===== config.mk =====
export PLATFORM = sky130hd
export DESIGN_NAME = control_pipe
export DESIGN_NICKNAME = d
export VERILOG_FILES = /design/src/rtl/control_pipe.sv
export SDC_FILE = /design/constraint.sdc
export NUM_CORES = 1
export LEC_CHECK = 0
export ABC_AREA = 1
export CELL_PAD_IN_SITES_DETAIL_PLACEMENT = 0
export CELL_PAD_IN_SITES_GLOBAL_PLACEMENT = 1
export CORE_MARGIN = 2
export CORE_UTILIZATION = 33
export CTS_CLUSTER_DIAMETER = 100
export DETAILED_ROUTE_END_ITERATION = 8
export PLACE_DENSITY_LB_ADDON = 0.1
export SLEW_MARGIN = 20
export SYNTH_ARGS = -nofsm -noshare
export SYNTH_HDL_FRONTEND = slang
export SYNTH_SLANG_ARGS = --single-unit

===== constraint.sdc =====
create_clock -name clk -period 1.9 [get_ports clk]
set_input_delay 0.38 -clock clk [delete_from_list [all_inputs] [get_ports clk]]
set_output_delay 0.38 -clock clk [all_outputs]
set_load 0.005 [all_outputs]

===== src/rtl/control_pipe.sv =====
// control_pipe: registered, handshaked instruction decoder.
// Accepts {opcode, funct, reg_s_t_equal} from fetch and presents one registered
// control bundle to execute. After a LW/SW bundle is consumed, issue is blocked
// for MEM_WAIT cycles. After a taken branch, the next KILL_SLOTS accepted
// instructions are turned into NOPs. Illegal encodings issue a NOP and pulse
// `illegal` for one cycle.
// Optional feature macro: CONTROL_JUMP_EN (adds J / JAL decode; when it is
// undefined, opcodes 0x02/0x03 decode as illegal).
module control_pipe #(
    parameter int MEM_WAIT   = 2,
    parameter int KILL_SLOTS = 0,
    parameter int MEM_BYTES  = 4
) (
    input  logic                 clk,
    input  logic                 rst,
    input  logic                 in_valid,
    output logic                 in_ready,
    input  logic [5:0]           opcode,
    input  logic [5:0]           funct,
    input  logic                 reg_s_t_equal,
    output logic                 out_valid,
    input  logic                 out_ready,
    output logic [3:0]           alu_op,
    output logic [1:0]           alu_a_sel,
    output logic                 alu_b_sel,
    output logic [MEM_BYTES-1:0] mem_we,
    output logic                 reg_d_we,
    output logic                 reg_d_addr_sel,
    output logic                 reg_d_data_sel,
    output logic                 pc_we,
    output logic                 illegal
);

    // ALU operation codes
    localparam logic [3:0] ALU_ADD = 4'd0;
    localparam logic [3:0] ALU_SUB = 4'd1;
    localparam logic [3:0] ALU_AND = 4'd2;
    localparam logic [3:0] ALU_OR  = 4'd3;
    localparam logic [3:0] ALU_SLT = 4'd4;
    localparam logic [3:0] ALU_SLL = 4'd5;
    localparam logic [3:0] ALU_SRL = 4'd6;
    localparam logic [3:0] ALU_SRA = 4'd7;
    localparam logic [3:0] ALU_LUI = 4'd8;

    // ALU operand selects; A_LINK feeds the return address for JAL
    localparam logic [1:0] A_RS    = 2'd0;
    localparam logic [1:0] A_SHAMT = 2'd1;
    localparam logic [1:0] A_LINK  = 2'd2;
    localparam logic       B_RT    = 1'b0;
    localparam logic       B_IMM   = 1'b1;

    // Destination register and writeback selects
    localparam logic DST_RT   = 1'b0;
    localparam logic DST_RD   = 1'b1;
    localparam logic WB_ALU   = 1'b0;
    localparam logic WB_MEM   = 1'b1;

    // Opcodes
    localparam logic [5:0] OP_RTYPE = 6'h00;
    localparam logic [5:0] OP_J     = 6'h02;
    localparam logic [5:0] OP_JAL   = 6'h03;
    localparam logic [5:0] OP_BEQ   = 6'h04;
    localparam logic [5:0] OP_BNE   = 6'h05;
    localparam logic [5:0] OP_ADDI  = 6'h08;
    localparam logic [5:0] OP_ORI   = 6'h0D;
    localparam logic [5:0] OP_LUI   = 6'h0F;
    localparam logic [5:0] OP_LW    = 6'h23;
    localparam logic [5:0] OP_SW    = 6'h2B;

    // R-type function codes
    localparam logic [5:0] FN_SLL = 6'h00;
    localparam logic [5:0] FN_SRL = 6'h02;
    localparam logic [5:0] FN_SRA = 6'h03;
    localparam logic [5:0] FN_ADD = 6'h20;
    localparam logic [5:0] FN_SUB = 6'h22;
    localparam logic [5:0] FN_AND = 6'h24;
    localparam logic [5:0] FN_OR  = 6'h25;
    localparam logic [5:0] FN_SLT = 6'h2A;

    // Counter sizing; the kill counter covers 0..3 slots
    localparam int                WAIT_W    = (MEM_WAIT < 2) ? 1 : $clog2(MEM_WAIT + 1);
    localparam logic [WAIT_W-1:0] WAIT_LOAD = WAIT_W'(MEM_WAIT);
    localparam logic [WAIT_W-1:0] WAIT_ONE  = WAIT_W'(1);
    localparam logic [1:0]        KILL_LOAD = 2'(KILL_SLOTS);
    localparam logic              HAS_WAIT  = (MEM_WAIT > 0);

    typedef enum logic [1:0] {
        ST_IDLE  = 2'd0,
        ST_ISSUE = 2'd1,
        ST_MEMW  = 2'd2
    } state_t;

    // Internal control bundle; is_mem/illegal are bookkeeping, not driven to execute
    typedef struct packed {
        logic [3:0] alu_op;
        logic [1:0] alu_a_sel;
        logic       alu_b_sel;
        logic       mem_wr;
        logic       reg_d_we;
        logic       addr_sel;
        logic       data_sel;
        logic       pc_we;
        logic       is_mem;
        logic       illegal;
    } ctrl_t;

    // Canonical NOP bundle: SLL with no side effects
    function automatic ctrl_t nop_ctrl();
        ctrl_t c;
        c.alu_op    = ALU_SLL;
        c.alu_a_sel = A_RS;
        c.alu_b_sel = B_RT;
        c.mem_wr    = 1'b0;
        c.reg_d_we  = 1'b0;
        c.addr_sel  = DST_RT;
        c.data_sel  = WB_ALU;
        c.pc_we     = 1'b0;
        c.is_mem    = 1'b0;
        c.illegal   = 1'b0;
        return c;
    endfunction

    // Full decode of one instruction; unknown encodings give a NOP flagged illegal
    function automatic ctrl_t decode(input logic [5:0] op, input logic [5:0] fn,
                                     input logic eq);
        ctrl_t c;
        c = nop_ctrl();
        case (op)
            OP_RTYPE: begin
                c.reg_d_we = 1'b1;
                c.addr_sel = DST_RD;
                case (fn)
                    FN_ADD:  c.alu_op = ALU_ADD;
                    FN_SUB:  c.alu_op = ALU_SUB;
                    FN_AND:  c.alu_op = ALU_AND;
                    FN_OR:   c.alu_op = ALU_OR;
                    FN_SLT:  c.alu_op = ALU_SLT;
                    FN_SLL: begin
                        c.alu_op    = ALU_SLL;
                        c.alu_a_sel = A_SHAMT;
                    end
                    FN_SRL: begin
                        c.alu_op    = ALU_SRL;
                        c.alu_a_sel = A_SHAMT;
                    end
                    FN_SRA: begin
                        c.alu_op    = ALU_SRA;
                        c.alu_a_sel = A_SHAMT;
                    end
                    default: begin
                        c         = nop_ctrl();
                        c.illegal = 1'b1;
                    end
                endcase
            end
            OP_ADDI: begin
                c.alu_op    = ALU_ADD;
                c.alu_b_sel = B_IMM;
                c.reg_d_we  = 1'b1;
            end
            OP_ORI: begin
                c.alu_op    = ALU_OR;
                c.alu_b_sel = B_IMM;
                c.reg_d_we  = 1'b1;
            end
            OP_LUI: begin
                c.alu_op    = ALU_LUI;
                c.alu_b_sel = B_IMM;
                c.reg_d_we  = 1'b1;
            end
            OP_LW: begin
                c.alu_op    = ALU_ADD;
                c.alu_b_sel = B_IMM;
                c.reg_d_we  = 1'b1;
                c.data_sel  = WB_MEM;
                c.is_mem    = 1'b1;
            end
            OP_SW: begin
                c.alu_op    = ALU_ADD;
                c.alu_b_sel = B_IMM;
                c.mem_wr    = 1'b1;
                c.is_mem    = 1'b1;
            end
            OP_BEQ: begin
                c.alu_op = ALU_SUB;
                c.pc_we  = eq;
            end
            OP_BNE: begin
                c.alu_op = ALU_SUB;
                c.pc_we  = ~eq;
            end
`ifdef CONTROL_JUMP_EN
            OP_J: begin
                c.pc_we = 1'b1;
            end
            OP_JAL: begin
                c.alu_op    = ALU_ADD;
                c.alu_a_sel = A_LINK;
                c.pc_we     = 1'b1;
                c.reg_d_we  = 1'b1;
                c.addr_sel  = DST_RD;
            end
`endif
            default: begin
                c         = nop_ctrl();
                c.illegal = 1'b1;
            end
        endcase
        return c;
    endfunction

    state_t            state_r;
    ctrl_t             bundle_r;
    logic              out_valid_r;
    logic              illegal_r;
    logic [WAIT_W-1:0] wait_cnt_r;
    logic [1:0]        kill_cnt_r;

    ctrl_t             dec_s;
    ctrl_t             issue_s;
    logic [1:0]        kill_nxt_s;
    logic              in_ready_s;
    logic              accept_s;

    // Handshake, kill-slot substitution and next kill count for an accept
    always_comb begin
        dec_s      = decode(opcode, funct, reg_s_t_equal);
        in_ready_s = (state_r == ST_IDLE) ||
                     ((state_r == ST_ISSUE) && out_ready && !bundle_r.is_mem);
        accept_s   = in_valid && in_ready_s;
        if (kill_cnt_r != 2'd0) begin
            issue_s    = nop_ctrl();
            kill_nxt_s = kill_cnt_r - 2'd1;
        end else if (dec_s.pc_we) begin
            issue_s    = dec_s;
            kill_nxt_s = KILL_LOAD;
        end else begin
            issue_s    = dec_s;
            kill_nxt_s = 2'd0;
        end
    end

    // Issue FSM with bundle, memory-wait and kill-slot registers
    always_ff @(posedge clk) begin
        if (rst) begin
            state_r     <= ST_IDLE;
            bundle_r    <= nop_ctrl();
            out_valid_r <= 1'b0;
            illegal_r   <= 1'b0;
            wait_cnt_r  <= '0;
            kill_cnt_r  <= 2'd0;
        end else begin
            illegal_r <= 1'b0;
            case (state_r)
                ST_IDLE: begin
                    if (accept_s) begin
                        state_r     <= ST_ISSUE;
                        out_valid_r <= 1'b1;
                        bundle_r    <= issue_s;
                        illegal_r   <= issue_s.illegal;
                        kill_cnt_r  <= kill_nxt_s;
                    end else begin
                        state_r     <= ST_IDLE;
                        out_valid_r <= 1'b0;
                    end
                end
                ST_ISSUE: begin
                    if (out_ready) begin
                        if (bundle_r.is_mem && HAS_WAIT) begin
                            state_r     <= ST_MEMW;
                            out_valid_r <= 1'b0;
                            wait_cnt_r  <= WAIT_LOAD;
                        end else if (accept_s) begin
                            state_r     <= ST_ISSUE;
                            out_valid_r <= 1'b1;
                            bundle_r    <= issue_s;
                            illegal_r   <= issue_s.illegal;
                            kill_cnt_r  <= kill_nxt_s;
                        end else begin
                            state_r     <= ST_IDLE;
                            out_valid_r <= 1'b0;
                        end
                    end else begin
                        state_r     <= ST_ISSUE;
                        out_valid_r <= 1'b1;
                    end
                end
                ST_MEMW: begin
                    out_valid_r <= 1'b0;
                    if (wait_cnt_r <= WAIT_ONE) begin
                        state_r    <= ST_IDLE;
                        wait_cnt_r <= '0;
                    end else begin
                        state_r    <= ST_MEMW;
                        wait_cnt_r <= wait_cnt_r - WAIT_ONE;
                    end
                end
                default: begin
                    state_r     <= ST_IDLE;
                    out_valid_r <= 1'b0;
                    wait_cnt_r  <= '0;
                end
            endcase
        end
    end

    assign in_ready       = in_ready_s;
    assign out_valid      = out_valid_r;
    assign illegal        = illegal_r;
    assign alu_op         = bundle_r.alu_op;
    assign alu_a_sel      = bundle_r.alu_a_sel;
    assign alu_b_sel      = bundle_r.alu_b_sel;
    assign mem_we         = {MEM_BYTES{bundle_r.mem_wr}};
    assign reg_d_we       = bundle_r.reg_d_we;
    assign reg_d_addr_sel = bundle_r.addr_sel;
    assign reg_d_data_sel = bundle_r.data_sel;
    assign pc_we          = bundle_r.pc_we;

endmodule


-- Word-level counts from Yosys, hierarchy flattened
Index checks and enable logic that the tools add are counted.
- $add $sub $neg: 2
- $lt $le $gt $ge: 1
- equality and inequality tests: 21
- mux-type cells: 41
- bitwise operators: 2
- reduce and logical (&&, ||, !) cells: 22
- operators by type and width (kind ; number):
    two-way mux 14 bit ; 5
    == test 6 bit (second input constant) ; 7
    case mux 14 bit (2 select lines) ; 1
    two-way mux 2 bit ; 11
    case mux 3 bit (7 select lines) ; 1
    case mux 4 bit (5 select lines) ; 1
    == test 6 x 4 -> 1 bit (second input constant) ; 3
    case mux 1 bit (2 select lines) ; 8
    == test 6 x 2 -> 1 bit (second input constant) ; 2
    == test 6 x 3 -> 1 bit (second input constant) ; 2
    zero test 6 bit ; 2
    case mux 2 bit (3 select lines) ; 2
    != test 2 bit (second input constant) ; 5
    two-way mux 1 bit ; 9
    AND reduction 3 bit ; 3
    OR reduction 8 bit ; 1
    OR reduction 7 bit ; 1
    two-way mux 6 bit ; 1
    OR reduction 3 bit ; 2
    AND reduction 5 bit ; 1
    OR reduction 5 bit ; 1
    case mux 2 bit (2 select lines) ; 1
    nonzero test 2 bit ; 2
    OR reduction 2 bit ; 2
    11 further kinds ; 15
- register bits after elaboration: 21
- output and inout bits: 18
- word-level logic and storage cells: 103

-- Longest topological paths before layout
- word-level depth: 9
- gate-level depth with buffers: 12
- depth with buffers taken out: 11

-- Least setup slack after synthesis
OpenSTA, ideal clock, no wires.
- path type: register to register
- from: register state_r[1]
- to: register bundle_r, in the netlist alu_op[2]
- library setup time: 0.119 ns
- arrival time: 1.424 ns
- setup slack: 0.357 ns
- cell stages (with the launch flop): 13
- path buffers: 2
- period minus slack after synthesis: 1.543 ns
- cells stage by stage: dfxtp_1 -> inv_1 -> ha_1 -> buf_6 -> inv_2 -> nor2_2 -> nor2_4 -> nand2_4 -> nor2_8 -> inv_2 -> buf_6 -> a21oi_1 -> nand2_1
- cells in the longest elaborated chain, start to end: 7
- elaborated cells between the ends (all ways): 13
- classes of those cells: eq/ne: 5; mux: 1; reduce/logical: 7
- RTL lines (what ; RTL line ; RTL):
    start: declaration ; 212 ; state_t state_r;
    start signal: assignment ; 246 ; state_r <= ST_IDLE;
    start signal: assignment ; 257 ; state_r <= ST_ISSUE;
    start signal: assignment ; 263 ; state_r <= ST_IDLE;
    == test 2 x 1 -> 1 bit ; 229, 254 ;
    logical AND 1 bit (2 in a row) ; 229 ; ((state_r == ST_ISSUE) && out_ready && !bundle_r.is_mem);
    logical OR 1 bit ; 228 ; in_ready_s = (state_r == ST_IDLE) ||
    logical AND 1 bit ; 230 ; accept_s = in_valid && in_ready_s;
    != test 2 bit (no source line) ; n/a ;
    AND reduction 5 bit (no source line) ; n/a ;
    end signal: assignment ; 247 ; bundle_r <= nop_ctrl();
    end signal: assignment ; 259 ; bundle_r <= issue_s;
    end signal: assignment ; 276 ; bundle_r <= issue_s;
    end: declaration ; 213 ; ctrl_t bundle_r;
Parallel ways exist; a longest one is shown, timed or not.
A chain may end at the register's enable or synchronous reset.

-- Final worst setup path
- from: register state_r[1]
- to: register kill_cnt_r[0]
- cells in the longest elaborated chain, start to end: 9
- elaborated cells between the ends (all ways): 14
- classes of those cells: eq/ne: 3; mux: 4; reduce/logical: 7
- RTL lines (what ; RTL line ; RTL):
    == test 2 x 1 -> 1 bit ; 229, 254 ;
    logical AND 1 bit (2 in a row) ; 229 ;
    logical OR 1 bit ; 228 ;
    logical AND 1 bit ; 230 ;
    two-way mux 2 bit (3 in a row) ; n/a ;
    case mux 2 bit (2 select lines) ; 254 ; case (state_r)
    end signal: assignment ; 261 ; kill_cnt_r <= kill_nxt_s;
    end signal: assignment ; 278 ; kill_cnt_r <= kill_nxt_s;
    end: declaration ; 217 ; logic [1:0] kill_cnt_r;
Parallel ways exist; a longest one is shown, timed or not. The select of a mux whose other input is x is not followed.

==> flow_metrics.py <==
metrics = {
    "critical_path": {
        "path_class": "reg -> reg",
        "cp_max_fo": 12,
        "slowest_stage": "dfxtp_1",
        "rr_startpoint": "state_r[1]$_SDFF_PP0_",
        "rr_endpoint": "kill_cnt_r[0]$_SDFFE_PP0P_",
        "ff2ff_path_depth": 11,
        "max_stage_delay_ns": 0.37,
        "start_kind": "register",
        "worstPathRequired_ns": 2.09,
        "arrival_ns": 1.90,
        "r2r_slack_ns": 0.18,
        "endpoint_kind": "register",
        "path_cells": "inv_2 > ha_4 > buf_4 > buf_4 > nand2_1 > nand2_4 > nor2_8 > inv_2 > nor2_1 > nand2_1 > a21oi_1",
    },
    "finish": {
        "final_cell_count_no_fill": 275,
        "multi_input_area_um2": 746,
        "regArea_um2": 402,
        "area_growth_pct": 33.0,
        "fillers": 398,
        "drive_above_1_share_pct": 15.0,
        "diodes": 0,
        "nets": 249,
        "fin_util_pct": 46.7,
    },
    "timing": {
        "timing.hold.ws_ns": 0.467,
        "hold_violations": 0,
        "post-route-period-util_pct": 90.3,
        "rsz0062_at_grt": "false",
        "slew_viol_final": 0,
        "max_freq_mhz": 583,
        "setup_viol_count_final": 0,
        "skew_ns": 0.00587,
        "period_needed_ns": 1.72,
    },
    "synth": {
        "synth_area_per_cell_um2": 6.74,
        "ys_ff_latch": 20,
        "async_flop_share_pct": 0,
        "syn_nets": 216,
        "ys_types": 34,
        "netlist.area_leader.share_pct": 30.5,
        "yosys.area.top_type": "dfxtp_1",
        "synth_compound_area_share_pct": 10.8,
        "ys.flop_type": "dfxtp_1",
        "synth-xor-area-share_pct": 0.667,
        "yosysWarnings": 0,
        "synthAdderAreaFrac_pct": 3.81,
        "synth_top_family_by_area": "simple AND/OR/NAND/NOR gates",
        "muxShareOfSynthArea_pct": 0,
        "yosys-top-cells-area": "dfxtp_1 30%, nand2_1 13%, nor2_1 8.0%",
        "synth-edff-count": 0,
        "netlist_instances": 195,
        "synth-simple-area-share_pct": 39.3,
        "syn_area_um2": 1310,
        "synth_seq_area_share_pct": 30.5,
    },
    "clocking": {
        "clkSlewWorstSetupHoldPaths_ns": 0.08,
        "cts.sinks": 20,
        "numCtsBuffers": 3,
        "clk_latency_ns": 0.26,
        "tritoncts": "done",
        "root_buffer": "clkbuf_8",
        "htreeDepth": 1,
        "clock_path_buffers": 2,
    },
    "run": {
        "maxCapViolations": 0,
    },
    "global_routing": {
        "grt_pass1_vias": 1167,
        "grt_pass1_wl_um": 4910,
        "grt_overflow": 0,
        "antenna_found_initial": 0,
        "grt_max_degree": 14,
        "grt.total_usage_pct": 13.9,
    },
    "pwr": {
        "ir_worst_vdd_mv": 0.229,
        "cellPowerDensity_nw_per_um2": 571,
        "p_leak_uw": 0.000731,
    },
    "floorplan": {
        "rows": 22,
        "die-area_um2": 4500,
        "die_h_um": 67.1,
        "start_util_pct": 35.1,
        "io-pin-count": 35,
        "fp.dieW_um": 67.1,
        "coreArea_um2": 3740,
    },
    "hold_path": {
        "min_to": "alu_a_sel[0]$_SDFFE_PP0P_",
        "hold_depth": 2,
        "hold_path_class": "reg -> reg",
        "hp-start": "alu_a_sel[0]$_SDFFE_PP0P_",
    },
    "routing": {
        "wl_um": 2850,
        "drt-initial-drc-count": 54,
        "vias": 1267,
        "dr.pass1.iters": 4,
        "vias_per_cell": 4.61,
        "ant_nets": 0,
        "drc": 0,
        "avgRoutedWirePerCell_um": 10.4,
    },
    "placed_design": {
        "dp_hpwl_um": 2320,
        "finalWeightedCongestion": 0.871,
        "dp_cells": 270,
        "portBuffers": 33,
    },
    "status": {
        "status": "completed",
    },
}
## worst max-delay path: cells and delay by family (launching register included)
family / cells / cell delay (ns)
adders and majority gates: 1 / 0.17
DFF: 1 / 0.37
buffers and inverters: 4 / 0.48
AOI/OAI and AO/OA: 1 / 0.11
and+or+nand+nor: 5 / 0.51
## cells in the final DEF (no fill, tap or decap), types with 5 or more instances in the layout
cell | Yosys | layout
nand4_1 | 5 | 5
inv_1 | 19 | 17
dfxtp_1 | 20 | 19
clkdlybuf4s50_1 | 0 | 32
nand3_1 | 11 | 11
nand2_1 | 44 | 44
nor2_1 | 28 | 28
buf_4 | 10 | 9
a21oi_1 | 15 | 15
## power by group
part / internal (uW) / leakage (uW) / switching, uW
Clock: 184 / 0.0000288 / 138
Sequential: 433 / 0.000163 / 6.74
Combinational: 109 / 0.000539 / 126
## routing by layer
metal  track usage [%]  vias up  share of wire (%)
met4              3.06        0               0.60
met1              17.8      552                 47
met3              2.20        4                4.2
met2              24.1       34                 48
met5                 0        -                  0
li1                  -      677                  -
## cell usage after synthesis, drive strengths merged, types with 2 or more instances
cell type / number
a211oi: 2
a21oi: 16
buf: 12
clkbuf: 2
dfxtp: 20
ha: 4
inv: 21
nand2: 48
nand3: 13
nand4: 5
nor2: 33
nor3: 3
o21ai: 4
or2: 2
## final cells by class
class	count	share of cell area, %
inverter	22	5.01
clock buffer	4	3.15
multi-input combinational	139	42.7
sequential	20	23.0
tap	48	3.44
timing repair buffer	42	22.7
## repair_timing
action | in CTS | in global routing
hold buffers | 0 | 0
resized for setup | 8 | 0
setup buffers | 1 | 0
endpoints found under the setup margin | 1 | 0
## stage by stage
| stage | TNS [ns] | area (um^2) | power, uW | worst slack (ns) |
|---|---|---|---|---|
| 2_1_floorplan | 0 | 1310 | 590 | 0.357 |
| 3_5_place_dp | -0.00106 | 1660 | 675 | -0.00106 |
| 6_report | 0 | 1750 | 997 | 0.185 |
| 4_1_cts | 0 | 1750 | 1010 | 0.161 |
| 5_1_grt | 0 | 1750 | 1050 | 0.00471 |
| 3_3_place_gp | 0 | 1660 | 672 | 0.00813 |
## cell families after synthesis
group | count (synthesis)
AND/OR/NAND/NOR | 108
buffers and inverters | 36
AO/OA/AOI/OAI | 25
flip-flops | 20
adder cells (fa/ha/maj) | 4
XOR/XNOR | 1
other | 1
## sequential cells by signal, indices dropped and copies added, names as in the netlist
signal,cells
wait_cnt_r,2
illegal,1
alu_b_sel,1
alu_a_sel,1
kill_cnt_r,2
alu_op,4
reg_d_we,1
bundle_r,1
out_valid,1
reg_d_addr_sel,1
pc_we,1
state_r,2
reg_d_data_sel,1
mem_we,1
## how the worst max path moves through the flow
stage	from	to	slack [ns]	cells after the start
3_3_place_gp	out_ready	in_ready	0.008	4
4_1_cts	state_r[1]$_SDFF_PP0_	kill_cnt_r[0]$_SDFFE_PP0P_	0.16	11
6_report	state_r[1]$_SDFF_PP0_	kill_cnt_r[0]$_SDFFE_PP0P_	0.18	11
5_1_grt	state_r[1]$_SDFF_PP0_	kill_cnt_r[0]$_SDFFE_PP0P_	0.005	11
2_1_floorplan	state_r[1]$_SDFF_PP0_	alu_op[2]$_SDFFE_PP1P_	0.36	12
3_5_place_dp	out_ready	in_ready	-0.001	4
Note: power is estimated with default switching activity, not from simulation.
